`src/rtl/decode_issue_ctrl_pkg.sv`:
```
// Shared RV32I ISA constants and IF/ID issue state for the decode_issue_ctrl slice.
// The optional ECALL/EBREAK halt is enabled with DECODE_HALT_EN.
package decode_issue_ctrl_pkg;

    localparam logic [6:0] OPC_LUI    = 7'b0110111;
    localparam logic [6:0] OPC_AUIPC  = 7'b0010111;
    localparam logic [6:0] OPC_JAL    = 7'b1101111;
    localparam logic [6:0] OPC_JALR   = 7'b1100111;
    localparam logic [6:0] OPC_BRANCH = 7'b1100011;
    localparam logic [6:0] OPC_LOAD   = 7'b0000011;
    localparam logic [6:0] OPC_STORE  = 7'b0100011;
    localparam logic [6:0] OPC_OP_IMM = 7'b0010011;
    localparam logic [6:0] OPC_OP     = 7'b0110011;
    localparam logic [6:0] OPC_SYSTEM = 7'b1110011;

    localparam int FUNCT3_LSB = 12;
    localparam int RS1_LSB    = 15;
    localparam int RS2_LSB    = 20;
    localparam int IMM_I_LSB  = 20;

    localparam logic [11:0] IMM_ECALL  = 12'h000;
    localparam logic [11:0] IMM_EBREAK = 12'h001;

    typedef enum logic [1:0] {
        EMPTY = 2'd0,
        FULL  = 2'd1,
        HALT  = 2'd2
    } issue_state_t;

    function automatic logic is_sys(input logic [31:0] instr);
        return (instr[6:0] == OPC_SYSTEM) &&
               (instr[FUNCT3_LSB +: 3] == 3'b000) &&
               ((instr[IMM_I_LSB +: 12] == IMM_ECALL) ||
                (instr[IMM_I_LSB +: 12] == IMM_EBREAK));
    endfunction

endpackage

```
`src/rtl/decode_issue_ctrl_load_use.sv`:
```
// Load-use hazard detector: decodes which source registers an instruction reads
// and compares them against a load destination sitting in EX.
module load_use_detect
    import decode_issue_ctrl_pkg::*;
#(
    parameter int REG_AW = 5
) (
    input  logic [31:0]       instr,
    input  logic              ex_valid,
    input  logic              ex_is_load,
    input  logic [REG_AW-1:0] ex_rd,
    output logic              hazard
);

    logic              rs1_used;
    logic              rs2_used;
    logic [REG_AW-1:0] rs1;
    logic [REG_AW-1:0] rs2;
    logic              unused_instr_bits;

    assign rs1 = instr[RS1_LSB +: REG_AW];
    assign rs2 = instr[RS2_LSB +: REG_AW];
    assign unused_instr_bits = ^{instr[31:25], instr[14:7]};

    always_comb begin
        rs1_used = 1'b0;
        rs2_used = 1'b0;
        case (instr[6:0])
            OPC_OP, OPC_STORE, OPC_BRANCH: begin
                rs1_used = 1'b1;
                rs2_used = 1'b1;
            end
            OPC_OP_IMM, OPC_LOAD, OPC_JALR: begin
                rs1_used = 1'b1;
            end
            // Register fields of these formats hold immediate bits, not sources.
            OPC_LUI, OPC_AUIPC, OPC_JAL, OPC_SYSTEM: begin
                rs1_used = 1'b0;
            end
            default: begin
                rs1_used = 1'b0;
            end
        endcase
    end

    assign hazard = ex_valid && ex_is_load && (ex_rd != '0) &&
                    ((rs1_used && (rs1 == ex_rd)) || (rs2_used && (rs2 == ex_rd)));

endmodule

```
`src/rtl/decode_issue_ctrl.sv`:
```
// IF/ID pipeline register and issue controller with load-use stall and redirect flush.
// Defining DECODE_HALT_EN adds a HALT state entered after issuing ECALL/EBREAK.
module decode_issue_ctrl
    import decode_issue_ctrl_pkg::*;
#(
    parameter int XLEN   = 32,
    parameter int REG_AW = 5
) (
    input  logic              clk,
    input  logic              rst_n,
    input  logic              if_valid,
    input  logic [31:0]       if_instr,
    input  logic [XLEN-1:0]   if_pc,
    output logic              if_ready,
    output logic              id_valid,
    input  logic              id_ready,
    output logic [31:0]       id_instr,
    output logic [XLEN-1:0]   id_pc,
    input  logic              ex_valid,
    input  logic              ex_is_load,
    input  logic [REG_AW-1:0] ex_rd,
    input  logic              redirect,
    input  logic              resume,
    output logic              halted
);

    issue_state_t    state_q, state_d;
    logic [31:0]     instr_q, instr_d;
    logic [XLEN-1:0] pc_q, pc_d;
    logic            hazard;
    logic            fire;
    logic            accept;
    logic            sys;

    load_use_detect #(
        .REG_AW(REG_AW)
    ) u_load_use_detect (
        .instr      (instr_q),
        .ex_valid   (ex_valid),
        .ex_is_load (ex_is_load),
        .ex_rd      (ex_rd),
        .hazard     (hazard)
    );

`ifdef DECODE_HALT_EN
    assign sys    = is_sys(instr_q);
    assign halted = (state_q == HALT);
`else
    logic unused_resume;
    assign sys           = 1'b0;
    assign halted        = 1'b0;
    assign unused_resume = resume;
`endif

    assign id_valid = (state_q == FULL) && !hazard && !redirect;
    assign fire     = id_valid && id_ready;
    // A refill in FULL only happens in the same cycle the held instruction leaves.
    assign if_ready = rst_n && !redirect &&
                      ((state_q == EMPTY) || ((state_q == FULL) && fire && !sys));
    assign accept   = if_valid && if_ready;

    always_comb begin
        state_d = state_q;
        instr_d = instr_q;
        pc_d    = pc_q;
        if (redirect) begin
            state_d = EMPTY;
        end else begin
            case (state_q)
                EMPTY: begin
                    if (accept) begin
                        state_d = FULL;
                        instr_d = if_instr;
                        pc_d    = if_pc;
                    end
                end
                FULL: begin
                    if (fire) begin
`ifdef DECODE_HALT_EN
                        if (sys) begin
                            state_d = HALT;
                        end else
`endif
                        if (accept) begin
                            instr_d = if_instr;
                            pc_d    = if_pc;
                        end else begin
                            state_d = EMPTY;
                        end
                    end
                end
`ifdef DECODE_HALT_EN
                HALT: begin
                    if (resume) begin
                        state_d = EMPTY;
                    end
                end
`endif
                default: begin
                    state_d = EMPTY;
                end
            endcase
        end
    end

    always_ff @(posedge clk) begin
        if (!rst_n) begin
            state_q <= EMPTY;
            instr_q <= '0;
            pc_q    <= '0;
        end else begin
            state_q <= state_d;
            instr_q <= instr_d;
            pc_q    <= pc_d;
        end
    end

    assign id_instr = instr_q;
    assign id_pc    = pc_q;

endmodule

```
`config.mk`:
```
export PLATFORM = sky130hd
export DESIGN_NAME = decode_issue_ctrl
export DESIGN_NICKNAME = d
export VERILOG_FILES = /design/src/rtl/decode_issue_ctrl_pkg.sv /design/src/rtl/decode_issue_ctrl_load_use.sv /design/src/rtl/decode_issue_ctrl.sv
export SDC_FILE = /design/constraint.sdc
export NUM_CORES = 1
export LEC_CHECK = 0
export ABC_CLOCK_PERIOD_IN_PS = 2200
export BUFFER_PORTS_ARGS = -buffer_cell sky130_fd_sc_hd__clkbuf_2
export CORE_MARGIN = 4
export CORE_UTILIZATION = 45
export DETAILED_ROUTE_END_ITERATION = 10
export GPL_TIMING_DRIVEN = 0
export PLACE_DENSITY = 0.88
export SLEW_MARGIN = 40
export SYNTH_ARGS = -nofsm -noshare
export SYNTH_HDL_FRONTEND = slang
export SYNTH_HIERARCHICAL = 1
export SYNTH_SLANG_ARGS = --single-unit
```
`constraint.sdc`:
```
create_clock -name clk -period 2.2 [get_ports clk]
set_input_delay 0.11 -clock clk [delete_from_list [all_inputs] [get_ports clk]]
set_output_delay 0.11 -clock clk [all_outputs]
set_load 0.03 [all_outputs]
```
==> summary.txt, run 1 <==
Status
  – Status: finished, final reports clean

Cells and area
  – Area growth, synth to finish: 53.25%
  – Share of layout cells above drive strength 1: 0.3228
  – Nets: between 500 and 600
  – Final instance area: ~0.0042 mm2

STA
  – Fin crit share: 0.9533
  – Setup_tns: 0 ns
  – Worst setup skew after layout: around 0.0075 ns
  – Hold slack: approximately 0.015 ns
  – # setup viols final: 0
  – Worst-Margin Slew: around 0.52 ns
  – Max Freq: 476.8 MHz
  – Setup ws final: approximately 0.10 ns
  – Slew Viols, Final: 0
  – Final number of hold-violating endpoints: 0
  – Max_slew headroom: 0.6543
  – Min Clock Period, post-route: approximately 2.1 ns

Logic synthesis
  – Syn Area/Cell: 9.121 um2
  – Top-count cell post-synth: inv_1
  – Main synth FF type: dfxtp_1
  – Synthesized Nets: 381
  – Yosys top cell area share: 0.4693
  – Commonest cells post-synth: inv_1, dfxtp_1, nand2_1
  – Cell accounting for the most synthesized area: dfxtp_1
  – Number of synthesized flops with an enable pin: 0
  – Number of warnings issued by yosys: 6
  – Ranking of synthesized cells by area: dfxtp_1, mux2i_1, inv_1
  – Seq/Total Area, Yosys: 0.4693
  – Async SR Flop Fraction: 0
  – Yosys cell types: 24
  – Synth Instances: between 300 and 400
  – Yosys reg bits: 65
  – Mapped Area: 0.002773 mm2

Pwr
  – Leakage: roughly 2.6 nW
  – Worst vdd rail ir drop: 0.4347 mV
  – Power Density: 625.0 mW/mm2

CTS
  – CTS Buf Count: 9
  – Clock transition at the registers of the reported paths: approximately 0.060 ns
  – Clk_lat worst skew: roughly 0.32 ns
  – CTS tree: built
  – Root Buffer: clkbuf_8
  – Num Clock Sinks: 65
  – H-tree levels: 3
  – Clk buf depth: 2
  – Post-CTS Setup Bufs: 0

Global routing
  – Vias in the first global route: 2866
  – Largest net degree at the start of global routing: 11
  – Antenna violations before repair: 0
  – Congestion Overflow GR: 0
  – First-pass GRT wire length: 12610 um
  – Total track usage: 0.2147

Critical path
  – Reg2reg start: id_instr[21]
  – Crit path capture type: register
  – Crit Path Category: register to register
  – Worst Setup Start Kind: register
  – Worst path slowest cell: a2111oi_4
  – Critical-path cell list: xor2_1 > a2111oi_4 > nand2_1 > a21oi_2 > nand2b_4 > a211o_1 > buf_8 > buf_8 > mux2i_1
  – Worst Setup SP: id_instr[21]
  – Worst r2r path cells: 9
  – Crit path max fanout: 10
  – R2R Setup Slk: between 0.1 and 0.15 ns
  – Critical Path Sink: id_instr[15]
  – Most used cell, CP: buf_8
  – Slowest stage delay, CP: 0.34 ns
  – RR Endpoint: id_instr[15]
  – Data arrival, critical path: 2.34 ns
  – Worst path required time: 2.44 ns

Place
  – DP Worst Slack: 0.07015 ns
  – RePlAce Congestion: roughly 0.86
  – Port bufs: approximately 140
  – Placed instance area: roughly 0.0036 mm2
  – HPWL Detailed: between 5000 and 6000 um

Drt
  – Routed WL: 7835 um
  – Iteration-0 DRC Markers: 73
  – ANT nets after route: 0
  – Post-DR wirelength/cell: between 10 and 15 um
  – Vias per std cell: approximately 4.6
  – Via count: between 2k and 3k
  – Pre-antenna DRT Iters: 4
  – Post-route DRC: 0

Run
  – Number of max-cap violations: 0

Floorplan
  – Die area: ~0.0075 mm2
  – Core area: just under 0.006 mm2
  – Die height: a little under 90 um
  – Initial Util: 0.4655
  – FP Rows: 28
  – Die width: just under 90 um
  – # IOs: around 140

Min path
  – Min-delay worst type: primary input to register
cell type report:
class                           count  area (um2)
Fill cell                         454        1707
Sequential cell                    65        1301
Timing Repair Buffer              191        1206
Multi-Input combinational cell    158        1127
Inverter                           66       247.7
Clock buffer                       12       145.1
Buffer                             15       120.1
Tap cell                           75       93.84
Clock inverter                      1       5.005
Antenna cell                        1       2.502
layout by cell type (no fill, tap or decap), drive strengths merged, types with 2 or more instances in the layout:
| cell type | count |
|---|---|
| clkbuf | 160 |
| inv | 66 |
| nand2 | 65 |
| dfxtp | 65 |
| mux2i | 64 |
| dlygate4sd3 | 50 |
| xor2 | 9 |
| buf | 8 |
| a21oi | 3 |
| o21ai | 2 |
| nor4 | 2 |
| nand2b | 2 |
kinds of logic (layout without fill, tap and decap cells):
family | after synthesis | after routing | share of synthesized area
flops | 65 | 65 | 0.4693
mux | 64 | 64 | 0.2310
compound gates | 7 | 7 | 0.02211
buf+inv | 81 | 285 | 0.1300
simple gates | 76 | 76 | 0.1146
xor+xnor | 10 | 10 | 0.03159
other cells | 1 | 2 | 0.001352
routing by layer:
layer | track usage | vias to the layer above | part of all wire
li1 | - | 1337 | -
met1 | 0.2176 | 1228 | 0.37
met2 | 0.3915 | 117 | 0.51
met3 | 0.05989 | 29 | 0.082
met4 | 0.1218 | 0 | 0.035
met5 | 0 | - | 0
worst max-delay path: cells and delay by family (launching register included):
| family | cells | cell delay, ns |
|---|---|---|
| compound gates | 3 | 0.67 |
| buf+inv | 2 | 0.34 |
| flops | 1 | 0.33 |
| simple gates | 2 | 0.26 |
| mux | 1 | 0.23 |
| xor+xnor | 1 | 0.17 |
through the flow:
stage | power (mW) | instances | util
5_1_grt | 2.779 | 583 | 0.7130
3_3_place_gp | 1.752 | 520 | 0.5998
3_5_place_dp | 1.767 | 520 | 0.5998
6_report | 2.656 | 584 | 0.7134
4_1_cts | 2.669 | 582 | 0.7074
2_1_floorplan | 1.595 | 304 | -
power breakdown:
group | leakage, nW | internal [mW] | total (mW) | switching [mW]
Combinational | 1.96 | 0.232 | 0.534 | 0.303
Clock | 0.0782 | 0.420 | 0.834 | 0.413
Sequential | 0.532 | 1.24 | 1.29 | 0.0439
Total | 2.57 | 1.90 | 2.66 | 0.760
state kept, by name, summed over array words and instances, names as in the netlist:
signal    count
id_instr     32
id_pc        32
state_q       1
timing repair:
item / CTS / global route
endpoints found under the hold margin: 49 / 1
endpoints found under the setup margin: 0 / 52
gates resized for setup: 0 / 5
hold buffers: 49 / 1
how the worst min path moves through the flow:
stage | from | end | slack, ns | cells after the start
floorplan | if_valid | state_q[0] | 0.23 | 2
global placement | if_instr[31] | id_instr[31] | 0.33 | 3
detailed placement | if_pc[22] | id_pc[22] | 0.33 | 3
CTS | if_pc[19] | id_pc[19] | 0.0004 | 3
global route | if_instr[2] | id_instr[2] | 0.001 | 3
finish | if_pc[18] | id_pc[18] | 0.01 | 3
No activity file was read; power rests on OpenSTA's default activity.
==> inputs of run 2 (changes only) <==
--- a/config.mk
+++ b/config.mk
@@ -5,13 +5,14 @@
 export SDC_FILE = /design/constraint.sdc
 export NUM_CORES = 1
 export LEC_CHECK = 0
+export ABC_AREA = 1
 export ABC_CLOCK_PERIOD_IN_PS = 2200
 export BUFFER_PORTS_ARGS = -buffer_cell sky130_fd_sc_hd__clkbuf_2
 export CORE_MARGIN = 4
 export CORE_UTILIZATION = 45
 export DETAILED_ROUTE_END_ITERATION = 10
 export GPL_TIMING_DRIVEN = 0
-export PLACE_DENSITY = 0.88
+export PLACE_DENSITY = 0.83
 export SLEW_MARGIN = 40
 export SYNTH_ARGS = -nofsm -noshare
 export SYNTH_HDL_FRONTEND = slang
==> run 2 against run 1 <==
Effect of this change:
- register-to-register slack improved by 0.08 ns
- clock-buffer cell count rose by 1
- largest power group unchanged
- sequential cell count did not move
- synthesized area rose by 31%
- cell area rose by 9.9%
- die area rose by 28%
- sequential power barely moved
- first-iteration DRC count rose by 140%
- critical endpoint is now id_instr[14]
- worst hold slack improved by 0.074 ns
- clock skew fell by 0.0015 ns
- core utilization fell by 12 points
==> summary.txt, run 2 <==
Logic synthesis
  – Yosys top cell area share: 0.3569
  – Synthesized Nets: roughly 700
  – Yosys cell types: 19
  – Post-Synth XOR/XNOR Area: 0.002402
  – Post-synthesis simple-gate area fraction: 0.3648
  – Seq/Total Area, Yosys: 0.3569
  – Mapped Area: 0.003646 mm2
  – Ranking of synthesized cells by area: dfxtp_1, inv_1, nand2_1
  – Cell accounting for the most synthesized area: dfxtp_1
  – Commonest cells post-synth: inv_1, nand2_1, nor2_1
  – Synth Instances: about 630
  – Yosys reg bits: 65
  – Main synth FF type: dfxtp_1
  – Top-count cell post-synth: inv_1
  – Multiplexer area fraction after synthesis: 0
  – Syn Area/Cell: 5.815 um2
  – Area share of fa/ha/maj cells after synthesis: 0
  – Number of warnings issued by yosys: 6
  – Post-synthesis compound-gate area fraction: 0.008579
  – Combinational family with the most area after synthesis: simple AND/OR/NAND/NOR gates
  – Async SR Flop Fraction: 0
  – Number of synthesized flops with an enable pin: 0

STA
  – Setup_tns: 0 ns
  – Max_slew headroom: 0.6571
  – Fin crit share: 0.9168
  – # setup viols final: 0
  – Final number of hold-violating endpoints: 0
  – Min Clock Period, post-route: 2.017 ns
  – Hold slack: 0.08832 ns
  – Setup ws final: around 0.18 ns
  – Worst setup skew after layout: around 0.006 ns
  – Slew Viols, Final: 0
  – Worst-Margin Slew: approximately 0.5 ns
  – Max Freq: about 500 MHz
  – Unrepaired setup endpoints after global routing: no

Floorplan
  – Die height: about 98 um
  – FP Rows: 32
  – Die area: roughly 0.0096 mm2
  – Initial Util: 0.4670
  – Die width: 98.01 um
  – # IOs: ~140
  – Core area: slightly below 0.008 mm2

Cells and area
  – Most frequent cells in the layout: inv_1, nand2_1, clkbuf_2
  – Share of layout cells above drive strength 1: 0.2309
  – Fill cell count: between 800 and 900
  – Antenna diode count: 0
  – Nets: around 860
  – Commonest non-fill, non-tap cell in the layout: inv_1
  – Area growth, synth to finish: 28.11%

Global routing
  – Total track usage: 0.1877
  – Vias in the first global route: approximately 3.4k
  – Largest net degree at the start of global routing: 11
  – First-pass GRT wire length: about 15000 um
  – Antenna violations before repair: 1
  – Congestion Overflow GR: 0

CTS
  – Post-CTS Setup Bufs: 0
  – CTS tree: built
  – Clock transition at the registers of the reported paths: about 0.07 ns
  – CTS Buf Count: 9
  – Cts repair resizes: 0
  – H-tree levels: 3
  – Clk buf depth: 2
  – Clk_lat worst skew: approximately 0.33 ns
  – Root Buffer: clkbuf_8
  – Hold Buf Count CTS: 0
  – Num Clock Sinks: 65

Pwr
  – Leakage: between 2 and 3 nW
  – Power Density: between 600 and 700 mW/mm2
  – Worst vdd rail ir drop: between 0.3 and 0.4 mV

Place
  – RePlAce Congestion: between 0.8 and 0.9
  – Port bufs: 141
  – DP Worst Slack: roughly 0.21 ns
  – HPWL Detailed: about 6800 um

Critical path
  – Crit path capture type: register
  – Crit Path Category: register to register
  – Worst path required time: 2.47 ns
  – Worst Setup Start Kind: register
  – Crit path max fanout: 10
  – Data arrival, critical path: 2.28 ns

Drt
  – Via count: roughly 3.8k
  – Pre-antenna DRT Iters: 5
  – Post-DR wirelength/cell: just over 10 um
  – Vias per std cell: roughly 4.3
  – Iteration-0 DRC Markers: between 150 and 200
  – Routed WL: 8915 um
  – Post-route DRC: 0
  – ANT nets after route: 0

Status
  – Status: finished, final reports clean

Run
  – Number of max-cap violations: 0

Min path
  – Min-delay worst type: primary input to register
## run 2: cells by family after synthesis
kind of cell	Yosys count
buffers and inverters	248
and+or+nand+nor	307
xor gates and xnor gates	1
AOI/OAI and AO/OA	5
other	1
DFF	65
## run 2: area by class of cell
class | instances | area, um2 | area share
sequential | 65 | 1301 | 0.2786
clock buffer | 13 | 148.9 | 0.03188
multi-input combinational | 314 | 1374 | 0.2941
tap | 102 | 127.6 | 0.02732
timing repair buffer | 141 | 705.7 | 0.1511
inverter | 213 | 799.5 | 0.1712
clock inverter | 3 | 40.04 | 0.008572
buffer | 35 | 173.9 | 0.03724
## run 2: per-stage QoR
stage | utilization | area (um2) | std cells | total power [mW]
after detailed placement | 0.5737 | 4479 | 870 | 1.898
after global placement | 0.5737 | 4479 | 870 | 1.891
after global routing | 0.5982 | 4671 | 886 | 3.025
after CTS | 0.5979 | 4668 | 886 | 2.889
after floorplan | - | 3646 | 627 | 1.705
final | 0.5982 | 4671 | 886 | 2.855
## run 2: final timing paths
path | from | end | slack, ns | cells after the start
worst max register to register | id_instr[16] | id_instr[14] | 0.18 | 14
worst max-delay path | id_instr[16] | id_instr[14] | 0.18 | 14
worst min-delay path | if_pc[31] | id_pc[31] | 0.09 | 5
worst min register to register | id_pc[17] | id_pc[17] | 0.51 | 4
## run 2: worst max-delay path: stages, from the launching register on
cell     delay [ns]
dfxtp_1        0.41
inv_1          0.06
nand2_1        0.05
nand2_1        0.05
nor2_1         0.10
nand3_1        0.10
a21oi_2        0.25
inv_1          0.07
nand4_1        0.11
nand2_1        0.09
buf_2          0.21
buf_4          0.19
nand4_1        0.09
nand2_1        0.06
nor2_1         0.09
## run 2: power breakdown
group / leakage (nW) / switching [mW] / internal (mW)
clock network: 0.0974 / 0.434 / 0.552
registers: 0.531 / 0.0391 / 1.24
logic: 2.25 / 0.385 / 0.207
total: 2.88 / 0.858 / 2.00
## run 2: per-layer routing
layer / wire [um] / share of wire / vias up / track usage
met5: 13 / 0.0015 / - / 0
met4: 55 / 0.0062 / 2 / 0.04473
met3: 766 / 0.086 / 8 / 0.05857
met2: 4111 / 0.46 / 113 / 0.3079
met1: 3967 / 0.44 / 1589 / 0.2416
li1: - / - / 2081 / -
==> inputs of run 3 (changes only) <==
--- a/config.mk
+++ b/config.mk
@@ -8,13 +8,15 @@
 export ABC_AREA = 1
 export ABC_CLOCK_PERIOD_IN_PS = 2200
 export BUFFER_PORTS_ARGS = -buffer_cell sky130_fd_sc_hd__clkbuf_2
-export CORE_MARGIN = 4
+export CORE_MARGIN = 2
 export CORE_UTILIZATION = 45
 export DETAILED_ROUTE_END_ITERATION = 10
 export GPL_TIMING_DRIVEN = 0
+export HOLD_SLACK_MARGIN = 0.1
 export PLACE_DENSITY = 0.83
 export SLEW_MARGIN = 40
 export SYNTH_ARGS = -nofsm -noshare
 export SYNTH_HDL_FRONTEND = slang
 export SYNTH_HIERARCHICAL = 1
 export SYNTH_SLANG_ARGS = --single-unit
+export TNS_END_PERCENT = 10
==> run 3 against run 2 <==
Effect of this change:
- clock skew hardly changed
- core utilization increased by 3.0 points
- via count is 3.2% higher
- sequential share of layout area decreased by 1.3 points
- critical path depth unchanged
- global-route usage is 2.3 points higher
- fmax increased by 1.1%
- highest routed layer is now met4
==> summary.txt, run 3 (synthesis results as in run 2) <==
STA
  – Setup ws final: 0.2044 ns
  – Fin crit share: 0.9071
  – # setup viols final: 0
  – Slew Viols, Final: 0
  – Min Clock Period, post-route: roughly 2 ns
  – Final number of hold-violating endpoints: 0
  – Max_slew headroom: 0.6336
  – Max Freq: around 500 MHz
  – Worst-Margin Slew: about 0.55 ns
  – Worst setup skew after layout: ~0.0057 ns

Critical path
  – Worst path required time: roughly 2.5 ns
  – Crit path capture type: register
  – Crit path max fanout: 10
  – Crit Path Category: register to register
  – Data arrival, critical path: around 2.3 ns
  – Worst Setup Start Kind: register

Run
  – Number of max-cap violations: 0

Place
  – HPWL Detailed: approximately 6500 um
  – RePlAce Congestion: 0.8227
  – Port bufs: between 100 and 150
  – Placed instance area: 0.004479 mm2
  – DP Worst Slack: roughly 0.23 ns

Status
  – Status: finished, final reports clean

CTS
  – CTS tree: built
  – H-tree levels: 3
  – Num Clock Sinks: 65
  – Clk buf depth: 2
  – Root Buffer: clkbuf_8
  – Clock transition at the registers of the reported paths: roughly 0.070 ns
  – Clk_lat worst skew: approximately 0.33 ns
  – CTS Buf Count: 9

Floorplan
  – Die height: 94.01 um
  – Die area: about 0.0088 mm2
  – Core area: around 0.0078 mm2
  – Initial Util: 0.4670
  – Die width: 94.01 um
  – FP Rows: 32
  – # IOs: ~140

Global routing
  – First-pass GRT wire length: 14830 um
  – Largest net degree at the start of global routing: 11
  – Total track usage: 0.2111
  – Antenna violations before repair: 0
  – Vias in the first global route: 3494
  – Congestion Overflow GR: 0

Cells and area
  – Most frequent cells in the layout: inv_1, nand2_1, clkbuf_2
  – Fill cell count: 757
  – Antenna diode count: 0
  – Flip-flop and latch area: 0.001303 mm2
  – Final instance area: between 0.004 and 0.005 mm2
  – Commonest non-fill, non-tap cell in the layout: inv_1
  – Multi-input gate area: 0.001381 mm2
  – Area growth, synth to finish: 34.52%
  – Nets: ~900
  – Share of layout cells above drive strength 1: 0.2268

Drt
  – Via count: 3913
  – Routed WL: around 9000 um
  – Iteration-0 DRC Markers: approximately 150
  – Post-DR wirelength/cell: between 10 and 15 um
  – Pre-antenna DRT Iters: 4
  – Post-route DRC: 0
  – ANT nets after route: 0
  – Vias per std cell: approximately 4.3

Pwr
  – Leakage: 2.978 nW
  – Power Density: 573.1 mW/mm2
  – Worst vdd rail ir drop: 0.3604 mV

Min path
  – Min-delay worst type: primary input to register
[run 3: through the flow]
| stage | cells | hold slack (ns) | util | total power, mW | TNS (ns) |
|---|---|---|---|---|---|
| finish | 909 | 0.1086 | 0.6282 | 2.811 | 0 |
| global route | 909 | 0.1077 | 0.6282 | 2.979 | -0.01958 |
| CTS | 909 | 0.1002 | 0.6255 | 2.832 | 0 |
| detailed placement | 870 | 0.4337 | 0.5737 | 1.895 | 0 |
| global placement | 870 | 0.4257 | 0.5737 | 1.889 | 0 |
| floorplan | 627 | 0.3329 | - | 1.705 | 0 |
[run 3: area by class of cell]
class / count / share of cell area
plain buffers: 35 / 0.03750
repair buffers: 164 / 0.1908
multi-input cells: 314 / 0.2816
clock inverters: 3 / 0.003061
flip-flops and latches: 65 / 0.2656
inverters: 213 / 0.1630
well taps: 102 / 0.02602
clock buffers: 13 / 0.03240
[run 3: path summary, 6_finish.rpt]
path              cells after the start           end    startpoint  slack (ns)
setup / recovery                     14  id_instr[31]   id_instr[5]        0.20
hold reg to reg                       4     id_pc[18]     id_pc[18]        0.51
hold / removal                        5  id_instr[28]  if_instr[28]        0.11
setup reg to reg                     14  id_instr[31]   id_instr[5]        0.20
[run 3: worst max-delay path, stage by stage, from the launching register on]
cell	delay (ns)
dfxtp_1	0.35
inv_1	0.06
nor2_1	0.08
nand2_1	0.07
nor2_1	0.08
nand3_1	0.10
a21oi_2	0.25
inv_1	0.07
nand4_1	0.10
nand2_1	0.13
buf_4	0.21
buf_4	0.18
nand4_1	0.07
nand2_1	0.05
nor2_1	0.11
[run 3: metal layers]
layer  part of all wire  wire length, um  global-route usage
met2               0.46             4207              0.3643
met1               0.45             4070              0.2465
met3              0.066              599             0.04896
met5                  0                0                   0
met4              0.028              259             0.09783
[run 3: where the power goes]
group          internal [mW]  switching [mW]  leakage (nW)
Clock                  0.466           0.436        0.0932
Sequential              1.24          0.0389         0.532
Combinational          0.236           0.396          2.35
Total                   1.94           0.871          2.98
[run 3: repair_timing]
item / in CTS / in global routing
hold buffers: 23 / 0
hold endpoints to repair: 23 / 0
gates resized for setup: 0 / 8
setup endpoints to repair: 0 / 46
setup buffers: 0 / 0
